===== src/rtl/red_pitaya_lock_ctrl.sv =====
// Lock controller for a Red Pitaya PID loop: sweeps an offset until the
// monitor signal enters a window, lets the PID settle, watches for loss of
// lock and optionally relocks.
//
// state   | meaning
// --------+-----------------------------------------------------------
// IDLE    | disabled, sweep parked at minimum, PID integrator held reset
// SWEEP   | offset scanning between min/max, waiting for in-window signal
// ACQUIRE | PID running, counting consecutive in-window cycles
// LOCKED  | lock declared, counting consecutive fault cycles
// LOST    | PID output held, waiting for relock enable or disable
module red_pitaya_lock_ctrl #(
   parameter int CNT_BITS = 32,
   parameter int RC_BITS  = 16
) (
   input  logic                       clk_i,
   input  logic                       rstn_i,
   input  logic                       en_i,
   input  logic                       relock_en_i,
   input  logic signed [13:0]         dat_i,
   input  logic signed [13:0]         set_thr_lo_i,
   input  logic signed [13:0]         set_thr_hi_i,
   input  logic signed [13:0]         set_sweep_min_i,
   input  logic signed [13:0]         set_sweep_max_i,
   input  logic        [12:0]         set_sweep_step_i,
   input  logic        [CNT_BITS-1:0] set_sweep_div_i,
   input  logic        [CNT_BITS-1:0] set_settle_i,
   input  logic        [CNT_BITS-1:0] set_lost_i,
   input  logic        [1:0]          railed_i,
   output logic signed [13:0]         sweep_o,
   output logic signed [13:0]         int_ctr_val_o,
   output logic                       pid_int_rst_o,
   output logic                       pid_int_ctr_rst_o,
   output logic                       pid_hold_o,
   output logic                       pid_en_o,
   output logic        [2:0]          state_o,
   output logic                       locked_o,
   output logic        [RC_BITS-1:0]  relock_cnt_o
);

   typedef enum logic [2:0] {
      S_IDLE    = 3'd0,
      S_SWEEP   = 3'd1,
      S_ACQUIRE = 3'd2,
      S_LOCKED  = 3'd3,
      S_LOST    = 3'd4
   } state_t;

   localparam logic [CNT_BITS-1:0] CNT_ONE = 1;
   localparam logic [RC_BITS-1:0]  RC_ONE  = 1;

   state_t              state_q, state_d;
   logic [CNT_BITS-1:0] div_q, settle_q, loss_q;
   logic                dir_down_q;
   logic                in_win, fault, sweep_ok;
   logic                int_rst_d, hold_d, en_d, locked_d;
   logic signed [14:0]  cur_x, min_x, max_x, step_x, up_x, dn_x;

   assign in_win   = (dat_i >= set_thr_lo_i) && (dat_i <= set_thr_hi_i);
   assign fault    = !in_win || (|railed_i);
   assign sweep_ok = (set_sweep_min_i <= set_sweep_max_i) && (|set_sweep_step_i);
   assign state_o  = state_q;

   // 15-bit sweep arithmetic so a step can never wrap the 14-bit offset
   assign cur_x  = {sweep_o[13], sweep_o};
   assign min_x  = {set_sweep_min_i[13], set_sweep_min_i};
   assign max_x  = {set_sweep_max_i[13], set_sweep_max_i};
   assign step_x = {2'b00, set_sweep_step_i};
   assign up_x   = cur_x + step_x;
   assign dn_x   = cur_x - step_x;

   // state register
   always_ff @(posedge clk_i or negedge rstn_i) begin
      if (!rstn_i) state_q <= S_IDLE;
      else         state_q <= state_d;
   end

   // next-state logic; threshold compares use the registered counts
   always_comb begin
      state_d = S_IDLE;
      if (en_i) begin
         case (state_q)
            S_IDLE:    state_d = S_SWEEP;
            S_SWEEP:   state_d = in_win ? S_ACQUIRE : S_SWEEP;
            S_ACQUIRE: begin
               if (settle_q >= set_settle_i) state_d = S_LOCKED;
               else if (!in_win)             state_d = S_SWEEP;
               else                          state_d = S_ACQUIRE;
            end
            S_LOCKED:  state_d = (loss_q >= set_lost_i) ? S_LOST : S_LOCKED;
            S_LOST:    state_d = relock_en_i ? S_SWEEP : S_LOST;
            default:   state_d = S_IDLE;
         endcase
      end
   end

   // output decode of the state being entered, registered below
   always_comb begin
      int_rst_d = (state_d == S_IDLE) || (state_d == S_SWEEP);
      en_d      = (state_d == S_ACQUIRE) || (state_d == S_LOCKED) || (state_d == S_LOST);
      hold_d    = (state_d == S_LOST);
      locked_d  = (state_d == S_LOCKED);
   end

   // registered outputs, sweep generator and counters
   always_ff @(posedge clk_i or negedge rstn_i) begin
      if (!rstn_i) begin
         pid_int_rst_o     <= 1'b1;
         pid_int_ctr_rst_o <= 1'b0;
         pid_hold_o        <= 1'b0;
         pid_en_o          <= 1'b0;
         locked_o          <= 1'b0;
         sweep_o           <= '0;
         int_ctr_val_o     <= '0;
         dir_down_q        <= 1'b0;
         div_q             <= '0;
         settle_q          <= '0;
         loss_q            <= '0;
         relock_cnt_o      <= '0;
      end else begin
         pid_int_rst_o     <= int_rst_d;
         pid_hold_o        <= hold_d;
         pid_en_o          <= en_d;
         locked_o          <= locked_d;
         pid_int_ctr_rst_o <= (state_q == S_SWEEP) && (state_d == S_ACQUIRE);

         if ((state_q == S_SWEEP) && (state_d == S_ACQUIRE))
            int_ctr_val_o <= sweep_o;

         if ((state_q == S_IDLE) || (state_d == S_IDLE)) begin
            sweep_o    <= set_sweep_min_i;
            dir_down_q <= 1'b0;
            div_q      <= '0;
         end else if ((state_q == S_SWEEP) && (state_d == S_SWEEP)) begin
            if (div_q >= set_sweep_div_i) begin
               div_q <= '0;
               if (sweep_ok) begin
                  if (!dir_down_q) begin
                     if (up_x >= max_x) begin
                        sweep_o    <= set_sweep_max_i;
                        dir_down_q <= 1'b1;
                     end else begin
                        sweep_o <= up_x[13:0];
                     end
                  end else begin
                     if (dn_x <= min_x) begin
                        sweep_o    <= set_sweep_min_i;
                        dir_down_q <= 1'b0;
                     end else begin
                        sweep_o <= dn_x[13:0];
                     end
                  end
               end
            end else begin
               div_q <= div_q + CNT_ONE;
            end
         end else if (state_d == S_SWEEP) begin
            div_q <= '0;
         end

         if (state_d != state_q) begin
            settle_q <= '0;
            loss_q   <= '0;
         end else if (state_q == S_ACQUIRE) begin
            if (settle_q != '1) settle_q <= settle_q + CNT_ONE;
         end else if (state_q == S_LOCKED) begin
            if (!fault)          loss_q <= '0;
            else if (loss_q != '1) loss_q <= loss_q + CNT_ONE;
         end

         if ((state_q == S_LOST) && (state_d == S_SWEEP) && (relock_cnt_o != '1))
            relock_cnt_o <= relock_cnt_o + RC_ONE;
      end
   end

endmodule


===== config.mk =====
export PLATFORM = sky130hd
export DESIGN_NAME = red_pitaya_lock_ctrl
export DESIGN_NICKNAME = d
export VERILOG_FILES = /design/src/rtl/red_pitaya_lock_ctrl.sv
export SDC_FILE = /design/constraint.sdc
export NUM_CORES = 1
export LEC_CHECK = 0
export ABC_CLOCK_PERIOD_IN_PS = 5500
export CORE_MARGIN = 5
export CORE_UTILIZATION = 45
export DETAILED_ROUTE_END_ITERATION = 7
export PLACE_DENSITY = 0.81
export SLEW_MARGIN = 5
export SYNTH_ARGS = -nofsm -noshare
export SYNTH_HDL_FRONTEND = slang
export SYNTH_SLANG_ARGS = --single-unit
export TNS_END_PERCENT = 20

===== constraint.sdc =====
create_clock -name clk_i -period 5.5 [get_ports clk_i]
set_input_delay 1.1 -clock clk_i [delete_from_list [all_inputs] [get_ports clk_i]]
set_output_delay 1.1 -clock clk_i [all_outputs]
set_load 0.005 [all_outputs]

======== Yosys cells after proc, flatten, opt, wreduce, memory -nomap -nowiden ========
Index checks and enable logic that the tools add are counted.
storage, ports and cells
  output and inout bits ................... 52
  latch bits .............................. 0
  memories kept ........................... 0
  flip-flop bits (word level) ............. 149
  memory bits (read-only) ................. 0
  RAM bits ................................ 0
  bits of input ports ..................... 185
  logic and storage cells ................. 99
cells by class
  equal/unequal tests ..................... 14
  shift operators ......................... 0
  add/sub/neg operators ................... 6
  $lt $le $gt $ge ......................... 8
  $mul .................................... 0
  bitwise operators ....................... 0
  multiplexer cells ....................... 32
  reductions and logical operators ........ 26
  divide/modulo/power cells ............... 0
operators by type and width
  operator                                              number
  2-to-1 mux 32 bit                                     12
  2-to-1 mux 14 bit                                     7
  adder 32 x 1 -> 32 bit (second input constant)        3
  >= comparator 32 bit                                  3
  != test 32 bit (second input constant)                2
  less-or-equal comparator 14 bit                       2
  adder 16 x 1 -> 16 bit (second input constant)        1
  != test 16 bit (second input constant)                1
  adder 14 x 14 -> 15 bit                               1
  >= comparator 15 x 14 -> 1 bit                        1
  less-or-equal comparator 15 x 14 -> 1 bit             1
  case mux 3 bit (5 select lines)                       1
  subtractor 14 x 14 -> 15 bit                          1
  >= comparator 14 bit                                  1
  OR reduction 13 bit                                   1
  equality test 3 x 2 -> 1 bit (second input constant)  4
  nonzero test 2 bit                                    6
  2-to-1 mux 3 bit                                      3
  2-to-1 mux 1 bit                                      7
  equality test 3 x 1 -> 1 bit (second input constant)  2
  equality test 3 bit (second input constant)           2
  logical AND 1 bit                                     6
  logical NOT 3 bit                                     2
  AND reduction 3 bit                                   2
  other kinds (9)                                       14

======== Longest topological paths before layout ========
Gate-level depths: netlist (run 1).
  word-level depth ........................ 10
  gate-level depth with buffers ........... 22
  mapped depth without buffers ............ 20

======== Worst setup path before layout (run 1) ========
No wires, ideal clock.
  path type ............................... in2reg
  from .................................... in set_sweep_step_i[0]
  to ...................................... reg sweep_o[10]
  data required time ...................... 5.377 ns
  arrival ................................. 4.807 ns
  cell stages on the path ................. 20
  path slack .............................. 0.570 ns
  cell sequence ........................... ha_1 inv_1 fa_1 or2_2 a221oi_1 o41a_1 o2bb2ai_1 o41ai_2 xnor2_1 ha_1 nand4_1 nor4_1 nor4_1 a22o_1 a21oi_1 buf_2 buf_2 mux2i_1 a21oi_1 o221a_2
between the ends
  word-level cells in the longest chain between the ends .. 8
RTL lines
  what                                                                                                line      text
  start, declared                                                                                     25        input logic [12:0] set_sweep_step_i,
  adder 14 x 14 -> 15 bit / subtractor 14 x 14 -> 15 bit (equally long branches)                      69, 70
  >= comparator 15 x 14 -> 1 bit / less-or-equal comparator 15 x 14 -> 1 bit (equally long branches)  139, 146
  2-to-1 mux 14 bit (on tied branches)                                                                139, 146
  2-to-1 mux 14 bit                                                                                   138       if (!dir_down_q) begin
  2-to-1 mux 14 bit                                                                                   137       if (sweep_ok) begin
  2-to-1 mux 14 bit                                                                                   135       if (div_q >= set_sweep_div_i) begin
  2-to-1 mux 14 bit                                                                                   134       end else if ((state_q == S_SWEEP) && (state_d == S_SWEEP)) begin
  2-to-1 mux 14 bit                                                                                   130       if ((state_q == S_IDLE) || (state_d == S_IDLE)) begin
  end signal, assigned                                                                                131       sweep_o <= set_sweep_min_i;
  end signal, assigned                                                                                140       sweep_o <= set_sweep_max_i;
  end signal, assigned                                                                                143       sweep_o <= up_x[13:0];
  end, declared                                                                                       30        output logic signed [13:0] sweep_o,
Several ways; a longest one is shown, not always the timed one. The select of a mux whose other input is x is not followed.
A chain may end at the register's enable or synchronous reset.

======== Final worst setup path (run 1) ========
  from .................................... in set_sweep_step_i[0]
  to ...................................... reg sweep_o[5]
The elaborated chain is that of the path after synthesis.

==> out/qor.txt, run 1 <==
CTS root buffer: sky130_fd_sc_hd__clkbuf_16
Ranking of synthesized cells by instance count: sky130_fd_sc_hd__inv_1 (202), sky130_fd_sc_hd__ha_1 (198), sky130_fd_sc_hd__nor2_1 (161)
Combined global-route utilization of all metal layers: 0.224
Worst-Margin Slew: 0.735 ns
Metal-1 WL: 16.5 mm
TritonCTS clock tree: yes
Worst EP required: 5.82 ns
Number of detailed-routing iterations run before antenna repair: 5
Starting DRC count in detailed routing: 890
Dominant cell type by count on the critical path: sky130_fd_sc_hd__nor2_1
Aggregate negative setup slack: 0 ns
Number of buffers added to fix hold violations after cts: 0
Most common flop cell mapped by yosys: sky130_fd_sc_hd__dfrtp_1
Fin crit period: 5.22 ns
Total clock sinks: 149
Number of antenna violations at the first check in global routing: 0
Worst path max stage delay: 0.49 ns
Placed wire-length estimate after detailed placement: 30.4 mm
Via count of the first global-routing pass: 12630
Crit share post-route: 0.948
Fraction of layout instances using a drive strength above 1: 0.0731
Endpoint arrival time on the critical path: 5.53 ns
Post-synth net total: 1976
Count of different cell masters after synthesis: 94
First-pass GRT wire length: 62.8 mm
Input/output buffers: 236
Total of max-cap violations: 0
Pwr/cell area: 228 nW/µm²
Worst Path Class, Setup: in2reg
Final setup fails: 0
Maximum root-to-sink buffer count: 2
Clock Pin Slew Worst Setup and Hold Paths: 0.07 ns
Routability congestion estimate: 0.914
Worst setup EP type: register
Final Util: 0.573
Instance count of the mapped netlist: 1591
Number of clock buffers inserted by TritonCTS: 17
Post-route DRC violation count: 0
Sum of met2 wire segment lengths after detailed routing: 18.9 mm
Post-route ant nets: 0
Most frequent cell after synthesis: sky130_fd_sc_hd__inv_1
Layout area overhead: 25.6%
Sequential fraction of the synthesis area: 0.276
Launching element type of the critical path: input port
Number of antenna repair diodes: 0
Number of placement rows: 63
Global-route congestion overflow total: 0
Flip-flop and latch count after synthesis: 149
Largest voltage drop on the vdd net: 0.000185 V
Crit path max fanout: 13
Setup skew after layout: 0.0174 ns
Height of the die: 183 µm
Classification of the worst-slack hold path: reg2reg
Final wirelength: 38.5 mm
Final non-filler cell total: 2238
Critical path buffers and inverters: 4
Normalized max-slew margin: 0.510
Post-synthesis area per instance: 8.50 µm²
Ordered cell list for the critical path: clkdlybuf4s50_1 -> buf_4 -> ha_1 -> inv_1 -> fa_1 -> a211oi_1 -> nor2_1 -> or2_2 -> a31oi_1 -> xnor2_1 -> ha_1 -> and4_1 -> nand3_1 -> nor2_1 -> a211oi_1 -> a211oi_2 -> buf_4 -> mux2i_1 -> nor2_1 -> a211o_1 -> o221a_2
Pre-CTS setup slack: -0.109 ns
Max-slew violation count: 0
Leakage power summed over all cells: 0.00808 µW
Die area: 33600 µm²
H-Tree Depth: 4
Net total in the final layout: 2220
Initial core utilization: 0.457
Count of instances resized after the clock tree is built: 0
RSZ-0062 raised after global routing: false
Count of placed standard cells including taps: 2206
Clock latency reported for the late side of the worst-skew pair: 0.43 ns
Endpoints failing hold: 0
Number of flops mapped to enable cells by yosys: 0
Number of placed I/O pins: 237
Detailed-route vias per instance: 5.64
Total power: 3870 µW
Cell at the slowest stage of the critical path: sky130_fd_sc_hd__clkdlybuf4s50_1
Core region area: 29600 µm²
Yosys warning total: 0
DR WL/cell: 17.2 µm
Netlist area before placement: 13500 µm²
Leading post-synthesis cells by cell area: sky130_fd_sc_hd__dfrtp_1 (27%), sky130_fd_sc_hd__ha_1 (18%), sky130_fd_sc_hd__inv_1 (5.6%), sky130_fd_sc_hd__nor2_1 (4.5%), sky130_fd_sc_hd__a21oi_1 (3.6%)
Highest attainable clock frequency: 192 MHz
Highest metal layer with signal wires: met4
Worst setup margin: 0.285 ns
Cell family with the largest share of critical-path delay: compound AO/OA/AOI/OAI gates
Leading area contributor after synthesis: sky130_fd_sc_hd__dfrtp_1
Buffers inserted during post-CTS setup optimization: 0
Outcome: complete, no violations
Routed length on met3: 2.24 mm
Share of the synthesized area in the top cell type: 0.274
Total vias in the final route: 12621
Asr flop ratio synth: 1.00
Die width: 183 µm
Largest net degree at the start of global routing: 81
-- cell type report --
| class | count | area, µm² |
|---|---|---|
| Sequential cell | 149 | 3730 |
| Timing Repair Buffer | 264 | 2590 |
| Inverter | 203 | 762 |
| Tap cell | 390 | 488 |
| Clock inverter | 14 | 180 |
| Multi-Input combinational cell | 1200 | 8810 |
| Clock buffer | 18 | 439 |
| Fill cell | 2627 | 12600 |
-- power by group --
group | leakage (µW) | switching [µW] | internal (µW)
combinational | 0.00577 | 721 | 682
sequential | 0.00201 | 64.3 | 1170
clock | 0.000299 | 534 | 704
total | 0.00808 | 1320 | 2550
-- registers in the layout (all words and copies together) (netlist names) --
signal and cells:
pid_en_o 1, div_q 32, dir_down_q 1, pid_int_rst_o 1
sweep_o 14, loss_q 32, state_o 3, int_ctr_val_o 14
settle_q 32, pid_int_ctr_rst_o 1, locked_o 1, pid_hold_o 1
relock_cnt_o 16
-- through the flow --
stage,cell area [µm²],hold slack [ns]
global placement,16400,0.475
finish,17000,0.484
floorplan,13500,0.477
detailed placement,16400,0.478
global route,17000,0.510
CTS,17000,0.491
-- worst paths after layout --
kind | start | end | slack (ns) | depth (start not counted)
setup / recovery | set_sweep_step_i[0] | sweep_o[5] | 0.28 | 21
hold reg to reg | relock_cnt_o[10] | relock_cnt_o[10] | 0.48 | 1
min in group asynchronous | rstn_i | loss_q[26] | 0.65 | 1
setup reg to reg | sweep_o[0] | sweep_o[5] | 1.03 | 20
max in group asynchronous | rstn_i | pid_int_rst_o | 3.94 | 2
hold / removal | relock_cnt_o[10] | relock_cnt_o[10] | 0.48 | 1
-- logic make-up after synthesis --
| logic type | Yosys count | share of synthesized area |
|---|---|---|
| flip-flops | 149 | 0.276 |
| AO/OA/AOI/OAI | 337 | 0.179 |
| AND/OR/NAND/NOR | 545 | 0.204 |
| XOR/XNOR | 85 | 0.0550 |
| adder cells (fa/ha/maj) | 200 | 0.186 |
| buffers and inverters | 242 | 0.0731 |
| multiplexers | 33 | 0.0264 |
-- metal layers --
layer / track usage / vias up
li1: - / 6161
met1: 0.288 / 6030
met2: 0.385 / 377
met3: 0.0420 / 53
met4: 0.0673 / 0
met5: 0 / -
-- worst reg2reg max path: cells and delay by family (launching register included) --
| kind | cells | cell delay [ns] |
|---|---|---|
| buffers and inverters | 3 | 0.44 |
| xor gates and xnor gates | 1 | 0.16 |
| AOI/OAI and AO/OA | 6 | 1.28 |
| muxes | 1 | 0.21 |
| adders and majority gates | 3 | 0.94 |
| DFF | 1 | 0.42 |
| and+or+nand+nor | 6 | 0.92 |
-- placed cells by master, fill, tap and decap left out, drive strengths merged, types with 35 or more instances in the layout --
master / instances
a21oi: 99
nand4: 41
clkdlybuf4s50: 235
dfrtp: 148
inv: 210
xor2: 35
nand2: 112
nor2: 162
nor3: 41
and3: 44
nand3: 48
ha: 198
o21ai: 60
xnor2: 50
Note: power is estimated with default switching activity, not from simulation.
==> run 2: changes to the inputs <==
--- a/config.mk
+++ b/config.mk
@@ -10,5 +10,5 @@
 export CORE_UTILIZATION = 45
 export DETAILED_ROUTE_END_ITERATION = 7
-export PLACE_DENSITY = 0.81
+export PLACE_DENSITY = 0.78
 export SLEW_MARGIN = 5
 export SYNTH_ARGS = -nofsm -noshare
==> constraint.sdc (replaced) <==
create_clock -name clk_i -period 5.5 [get_ports clk_i]
set_input_delay 0.55 -clock clk_i [delete_from_list [all_inputs] [get_ports clk_i]]
set_output_delay 0.55 -clock clk_i [all_outputs]
set_load 0.005 [all_outputs]
==> out/qor.txt, run 2 (same netlist as run 1, synthesis figures left out) <==
Outcome: complete, no violations
Worst Path Class, Setup: in2reg
Critical path buffers and inverters: 3 (-1)
Worst EP required: 5.82 ns (about the same)
Placed wire-length estimate after detailed placement: 30.3 mm (-0.38%)
Largest net degree at the start of global routing: 74 (-8.6%)
Clock Pin Slew Worst Setup and Hold Paths: 0.07 ns (about the same)
Number of antenna violations at the first check in global routing: 0 (unchanged)
Reg2reg setup slack: 0.91 ns (-0.12 ns)
TritonCTS clock tree: yes
Total vias in the final route: 12479 (-1.1%)
Leakage power summed over all cells: 0.00802 µW (-0.78%)
CTS root buffer: sky130_fd_sc_hd__clkbuf_16
Number of antenna repair diodes: 0 (unchanged)
Net total in the final layout: 2205 (-0.68%)
Detailed-route vias per instance: 5.61 (-0.46%)
Clock latency reported for the late side of the worst-skew pair: 0.43 ns (about the same)
Number of detailed-routing iterations run before antenna repair: 6 (+1)
Final Hold Slack: 0.491 ns (+0.00653 ns)
DR WL/cell: 17.2 µm (-0.15%)
Cell family with the largest share of critical-path delay: compound AO/OA/AOI/OAI gates
Pwr/cell area: 227 nW/µm² (-0.41%)
Number of placement rows: 63 (unchanged)
Leading cell types in the layout, fill and taps excluded: sky130_fd_sc_hd__clkdlybuf4s50_1 (235), sky130_fd_sc_hd__inv_1 (202), sky130_fd_sc_hd__ha_1 (198), sky130_fd_sc_hd__nor2_1 (161), sky130_fd_sc_hd__dfrtp_1 (148)
Number of buffers added to fix hold violations after cts: 1 (+1)
RSZ-0062 raised after global routing: false
Crit share post-route: 0.874 (-0.0746)
Fin crit period: 4.80 ns (-0.410 ns)
Height of the die: 183 µm (unchanged)
Die area: 33600 µm² (unchanged)
Critical register-to-register path endpoint: sweep_o[6]
Cell at the slowest stage of the critical path: sky130_fd_sc_hd__clkdlybuf4s50_1
Routability congestion estimate: 0.953 (+4.3%)
Setup skew after layout: 0.0181 ns (+0.000634 ns)
Pre-CTS setup slack: 0.262 ns (+0.370 ns)
Worst setup margin: 0.695 ns (+0.410 ns)
Classification of the worst-slack hold path: reg2reg
Final non-filler cell total: 2223 (-0.67%)
Finished layout cell area: 16900 µm² (-0.60%)
Max-slew violation count: 0 (unchanged)
Input/output buffers: 236 (unchanged)
Most common cell after layout, fill and taps aside: sky130_fd_sc_hd__clkdlybuf4s50_1
Count of placed standard cells including taps: 2190 (-0.73%)
Endpoint arrival time on the critical path: 5.12 ns (-0.41 ns)
H-Tree Depth: 4 (unchanged)
Critical path destination: sweep_o[6]
Die width: 183 µm (unchanged)
Highest attainable clock frequency: 208 MHz (+8.5%)
Core region area: 29600 µm² (unchanged)
First-pass GRT wire length: 61.8 mm (-1.5%)
Worst setup EP type: register
Total clock sinks: 149 (unchanged)
Worst-Margin Slew: 0.936 ns (+0.201 ns)
Reg-to-Reg Start: sweep_o[1]
Maximum root-to-sink buffer count: 2 (unchanged)
R2R depth: 19 (-5.0%)
Min-Delay Path Depth: 1 (unchanged)
Levels on crit path: 21 (unchanged)
Total of max-cap violations: 0 (unchanged)
Setup crit start: set_sweep_step_i[0]
Aggregate negative setup slack: 0 ns (unchanged)
Global-route congestion overflow total: 0 (unchanged)
Number of placed I/O pins: 237 (unchanged)
Largest registers: div_q: 32 flops, loss_q: 32 flops, settle_q: 32 flops
Final setup fails: 0 (unchanged)
Combined global-route utilization of all metal layers: 0.222 (-0.00226)
Number of clock buffers inserted by TritonCTS: 17 (unchanged)
Post-route ant nets: 0 (unchanged)
Largest voltage drop on the vdd net: 0.000193 V (+4.5%)
Final wirelength: 38.2 mm (-0.82%)
Worst path max stage delay: 0.51 ns (+0.02 ns)
Endpoints failing hold: 0 (unchanged)
Launching element type of the critical path: input port
Via count of the first global-routing pass: 12374 (-2.0%)
Normalized max-slew margin: 0.376 (-0.134)
Fraction of layout instances using a drive strength above 1: 0.0649 (-0.00813)
Starting DRC count in detailed routing: 716 (-20%)
Count of instances resized after the clock tree is built: 0 (unchanged)
Placed cell area: 16300 µm² (-0.73%)
Post-route DRC violation count: 0 (unchanged)
Initial core utilization: 0.457 (unchanged)
Layout area overhead: 24.9%
Crit path max fanout: 21 (+8)
Buffers inserted during post-CTS setup optimization: 0 (unchanged)
Ordered cell list for the critical path: clkdlybuf4s50_1 -> ha_1 -> inv_1 -> fa_1 -> or2_2 -> a221oi_1 -> o41a_1 -> o2bb2ai_1 -> o41ai_2 -> xnor2_1 -> ha_1 -> nand4_1 -> nor4_1 -> nor4_1 -> a22o_1 -> a21oi_1 -> buf_12 -> mux2_2 -> nor2_1 -> a21oi_1 -> o221a_2
[run 2: per-stage QoR]
stage	power, µW	utilization
finish	3830	0.570
global route	4060	0.570
CTS	3860	0.570
detailed placement	2620	0.549
global placement	2590	0.549
floorplan	2060	-
[run 2: worst reg2reg max path, stage by stage (launching register included)]
cell and delay (ns):
sky130_fd_sc_hd__dfrtp_1 0.47, sky130_fd_sc_hd__inv_1 0.13, sky130_fd_sc_hd__fa_1 0.44, sky130_fd_sc_hd__or2_2 0.30, sky130_fd_sc_hd__a221oi_1 0.34, sky130_fd_sc_hd__o41a_1 0.21
sky130_fd_sc_hd__o2bb2ai_1 0.18, sky130_fd_sc_hd__o41ai_2 0.12, sky130_fd_sc_hd__xnor2_1 0.17, sky130_fd_sc_hd__ha_1 0.30, sky130_fd_sc_hd__nand4_1 0.11, sky130_fd_sc_hd__nor4_1 0.29
sky130_fd_sc_hd__nor4_1 0.09, sky130_fd_sc_hd__a22o_1 0.18, sky130_fd_sc_hd__a21oi_1 0.22, sky130_fd_sc_hd__buf_12 0.20, sky130_fd_sc_hd__mux2_2 0.34, sky130_fd_sc_hd__nor2_1 0.10
sky130_fd_sc_hd__a21oi_1 0.05, sky130_fd_sc_hd__o221a_2 0.27
[run 2: worst min path at each step]
stage	startpoint	to	slack, ns
floorplan	rstn_i	dir_down_q	0.25
global placement	rstn_i	relock_cnt_o[8]	0.36
detailed placement	rstn_i	relock_cnt_o[8]	0.36
CTS	relock_cnt_o[8]	relock_cnt_o[8]	0.49
global route	rstn_i	relock_cnt_o[8]	0.50
finish	relock_cnt_o[10]	relock_cnt_o[10]	0.49
[run 2: final cells by class]
type | count | area [µm²]
clock inverters | 15 | 203
repair buffers | 249 | 2480
flip-flops and latches | 149 | 3730
fillers | 2673 | 12700
clock buffers | 17 | 425
inverters | 203 | 762
multi-input cells | 1200 | 8810
well taps | 390 | 488
[run 2: per-layer routing]
| layer | GRT usage | vias to the layer above | wire length (µm) |
|---|---|---|---|
| met5 | 0 | - | 0 |
| met4 | 0.0772 | 0 | 1040 |
| met3 | 0.0357 | 59 | 2090 |
| met2 | 0.376 | 373 | 18200 |
| met1 | 0.289 | 5918 | 16900 |
| li1 | - | 6129 | - |
[run 2: report_power, final]
group	switching [µW]	total, µW	internal, µW
Combinational	717	1380	660
Clock	563	1230	664
Sequential	62.9	1230	1170
==> run 3: changes to the inputs <==
CORE_MARGIN = default   (was 5)
CTS_CLUSTER_SIZE = 28   (was default)
==> out/qor.txt, run 3 (same netlist as run 1, synthesis figures left out) <==
Logic gate share of total power: 0.364 (+0.005)
Normalized max-slew margin: 0.365 (-0.0107)
Outcome: complete, no violations
Buffers inserted during post-CTS setup optimization: 0 (unchanged)
Number of placed I/O pins: 237 (unchanged)
Clock Pin Slew Worst Setup and Hold Paths: 0.07 ns (about the same)
Internal power consumption: 2510 µW (+0.96%)
Number of clock buffers inserted by TritonCTS: 17 (unchanged)
Die width: 175 µm (-4.4%)
Layout area overhead: 24.5%
Endpoints failing hold: 0 (unchanged)
Largest voltage drop on the vdd net: 0.000191 V (-1.4%)
Layout fillers: 2629 (-1.6%)
Finished layout cell area: 16800 µm² (-0.28%)
Post-route DRC violation count: 0 (unchanged)
Highest attainable clock frequency: 205 MHz (-1.5%)
Input/output buffers: 236 (unchanged)
Aggregate negative setup slack: 0 ns (unchanged)
Height of the die: 175 µm (-4.4%)
First-pass GRT wire length: 61.5 mm (-0.45%)
Power dissipated by switching net loads: 1290 µW (-4.2%)
Placed wire-length estimate after detailed placement: 29.6 mm (-2.4%)
Final wirelength: 37.8 mm (-1.0%)
Classification of the worst-slack hold path: in2async
Total clock sinks: 149 (unchanged)
Global-route congestion overflow total: 0 (unchanged)
Most common cell after layout, fill and taps aside: sky130_fd_sc_hd__clkdlybuf4s50_1
Routability congestion estimate: 0.920 (-3.4%)
Worst-Margin Slew: 0.947 ns (+0.0106 ns)
Fin crit period: 4.88 ns (+0.0721 ns)
Worst Path Class, Setup: in2reg
Ordered cell list for the critical path: clkdlybuf4s50_1 -> ha_1 -> inv_1 -> fa_1 -> or2_2 -> a221oi_1 -> o41a_1 -> o2bb2ai_1 -> o41ai_2 -> xnor2_1 -> ha_1 -> nand4_1 -> nor4_1 -> nor4_1 -> a22o_1 -> a21oi_1 -> buf_12 -> mux2_2 -> nor2_1 -> a21oi_1 -> o221a_2
Largest registers: div_q: 32 flops, loss_q: 32 flops, settle_q: 32 flops
Register area: 3730 µm² (unchanged)
Cell family with the largest share of critical-path delay: compound AO/OA/AOI/OAI gates
Clock latency reported for the late side of the worst-skew pair: 0.44 ns (about the same)
Endpoint arrival time on the critical path: 5.20 ns (+0.08 ns)
Combined global-route utilization of all metal layers: 0.248 (+0.0258)
Starting DRC count in detailed routing: 777 (+8.5%)
Post-route ant nets: 0 (unchanged)
Number of antenna repair diodes: 0 (unchanged)
Fraction of layout instances using a drive strength above 1: 0.0644 (-0.000510)
Total vias in the final route: 12565 (+0.69%)
Largest net degree at the start of global routing: 55 (-26%)
Total of max-cap violations: 0 (unchanged)
Number of buffers added to fix hold violations after cts: 0 (-1)
Crit path max fanout: 21 (unchanged)
Reg2reg setup slack: 0.83 ns (-0.08 ns)
Worst path max stage delay: 0.50 ns (about the same)
Crit share post-route: 0.887 (+0.0131)
Setup skew after layout: 0.0156 ns (-0.00241 ns)
Final setup fails: 0 (unchanged)
H-Tree Depth: 4 (unchanged)
Number of detailed-routing iterations run before antenna repair: 7 (+1)
RSZ-0062 raised after global routing: false
Launching element type of the critical path: input port
Cell at the slowest stage of the critical path: sky130_fd_sc_hd__clkdlybuf4s50_1
R2R depth: 19 (unchanged)
Worst EP required: 5.83 ns (about the same)
Initial core utilization: 0.457 (unchanged)
TritonCTS clock tree: yes
Critical path buffers and inverters: 3 (unchanged)
Placed cell area: 16300 µm² (unchanged)
Levels on crit path: 21 (unchanged)
Pwr/cell area: 226 nW/µm² (-0.58%)
Worst setup EP type: register
Via count of the first global-routing pass: 12427 (+0.43%)
Net total in the final layout: 2204 (-0.045%)
Sw frac: 0.338 (-0.0119)
Count of instances resized after the clock tree is built: 0 (unchanged)
Detailed-route vias per instance: 5.65 (+0.73%)
Number of antenna violations at the first check in global routing: 0 (unchanged)
Max-slew violation count: 0 (unchanged)
Maximum root-to-sink buffer count: 2 (unchanged)
Leading cell types in the layout, fill and taps excluded: sky130_fd_sc_hd__clkdlybuf4s50_1 (235), sky130_fd_sc_hd__inv_1 (202), sky130_fd_sc_hd__ha_1 (198), sky130_fd_sc_hd__nor2_1 (161), sky130_fd_sc_hd__dfrtp_1 (148)
Core region area: 29600 µm² (unchanged)
CTS root buffer: sky130_fd_sc_hd__clkbuf_16
Number of placement rows: 63 (unchanged)
Combined area of the multi-input logic cells: 8810 µm² (unchanged)
DR WL/cell: 17.0 µm (-0.96%)
Clk pwr share: 0.312 (-0.008)
Die area: 30800 µm² (-8.5%)
Leakage power summed over all cells: 0.00799 µW (-0.35%)
Proportion of power drawn by flip-flops and latches: 0.323 (+0.002)
[run 3: changes by cell type in the layout (fill, tap and decap cells not counted), sizes merged]
cell         delta
dlygate4sd3     -1
bufinv          +1
clkinv          -2
inv             -4
clkbuf          +2
clkinvlp        +3
[run 3: cell type report]
class	count	area share
Clock buffer	19	0.0263
Clock inverter	13	0.00876
Tap cell	390	0.0290
Timing Repair Buffer	248	0.146
Multi-Input combinational cell	1200	0.523
Inverter	203	0.0452
Sequential cell	149	0.221
[run 3: layer usage]
layer | track usage | wire length (µm) | vias to the layer above | part of all wire
li1 | - | - | 6139 | -
met1 | 0.310 | 16600 | 5949 | 0.44
met2 | 0.426 | 18000 | 421 | 0.48
met3 | 0.0435 | 2190 | 56 | 0.058
met4 | 0.0913 | 1070 | 0 | 0.028
met5 | 0 | 0 | - | 0
[run 3: metrics by stage]
step | worst slack, ns | cells | hold WS, ns | total power (µW) | utilization
floorplan | 1.12 | 1591 | 0.254 | 2060 | -
detailed placement | 0.282 | 2190 | 0.479 | 2620 | 0.549
global route | 0.381 | 2222 | 0.0866 | 4010 | 0.568
global placement | 0.366 | 2190 | 0.481 | 2590 | 0.549
CTS | 0.751 | 2222 | 0.0704 | 3810 | 0.568
finish | 0.623 | 2222 | 0.0617 | 3800 | 0.568
[run 3: path summary, 6_finish.rpt]
path / end / from
worst max-delay path: sweep_o[4] / set_sweep_step_i[0]
worst min-delay path: loss_q[24] / rstn_i
worst max register to register: sweep_o[4] / sweep_o[1]
worst min register to register: relock_cnt_o[10] / relock_cnt_o[10]
max in group asynchronous: settle_q[1] / rstn_i
min in group clk_i: relock_cnt_o[10] / relock_cnt_o[10]
[run 3: power groups by stage]
stage / Sequential, µW / Combinational, µW / Clock, µW
4_1_cts: 1230 / 1380 / 1200
3_3_place_gp: 1250 / 1340 / 0
2_1_floorplan: 1240 / 820 / 0
6_report: 1230 / 1380 / 1190
5_1_grt: 1240 / 1520 / 1250
3_5_place_dp: 1250 / 1370 / 0
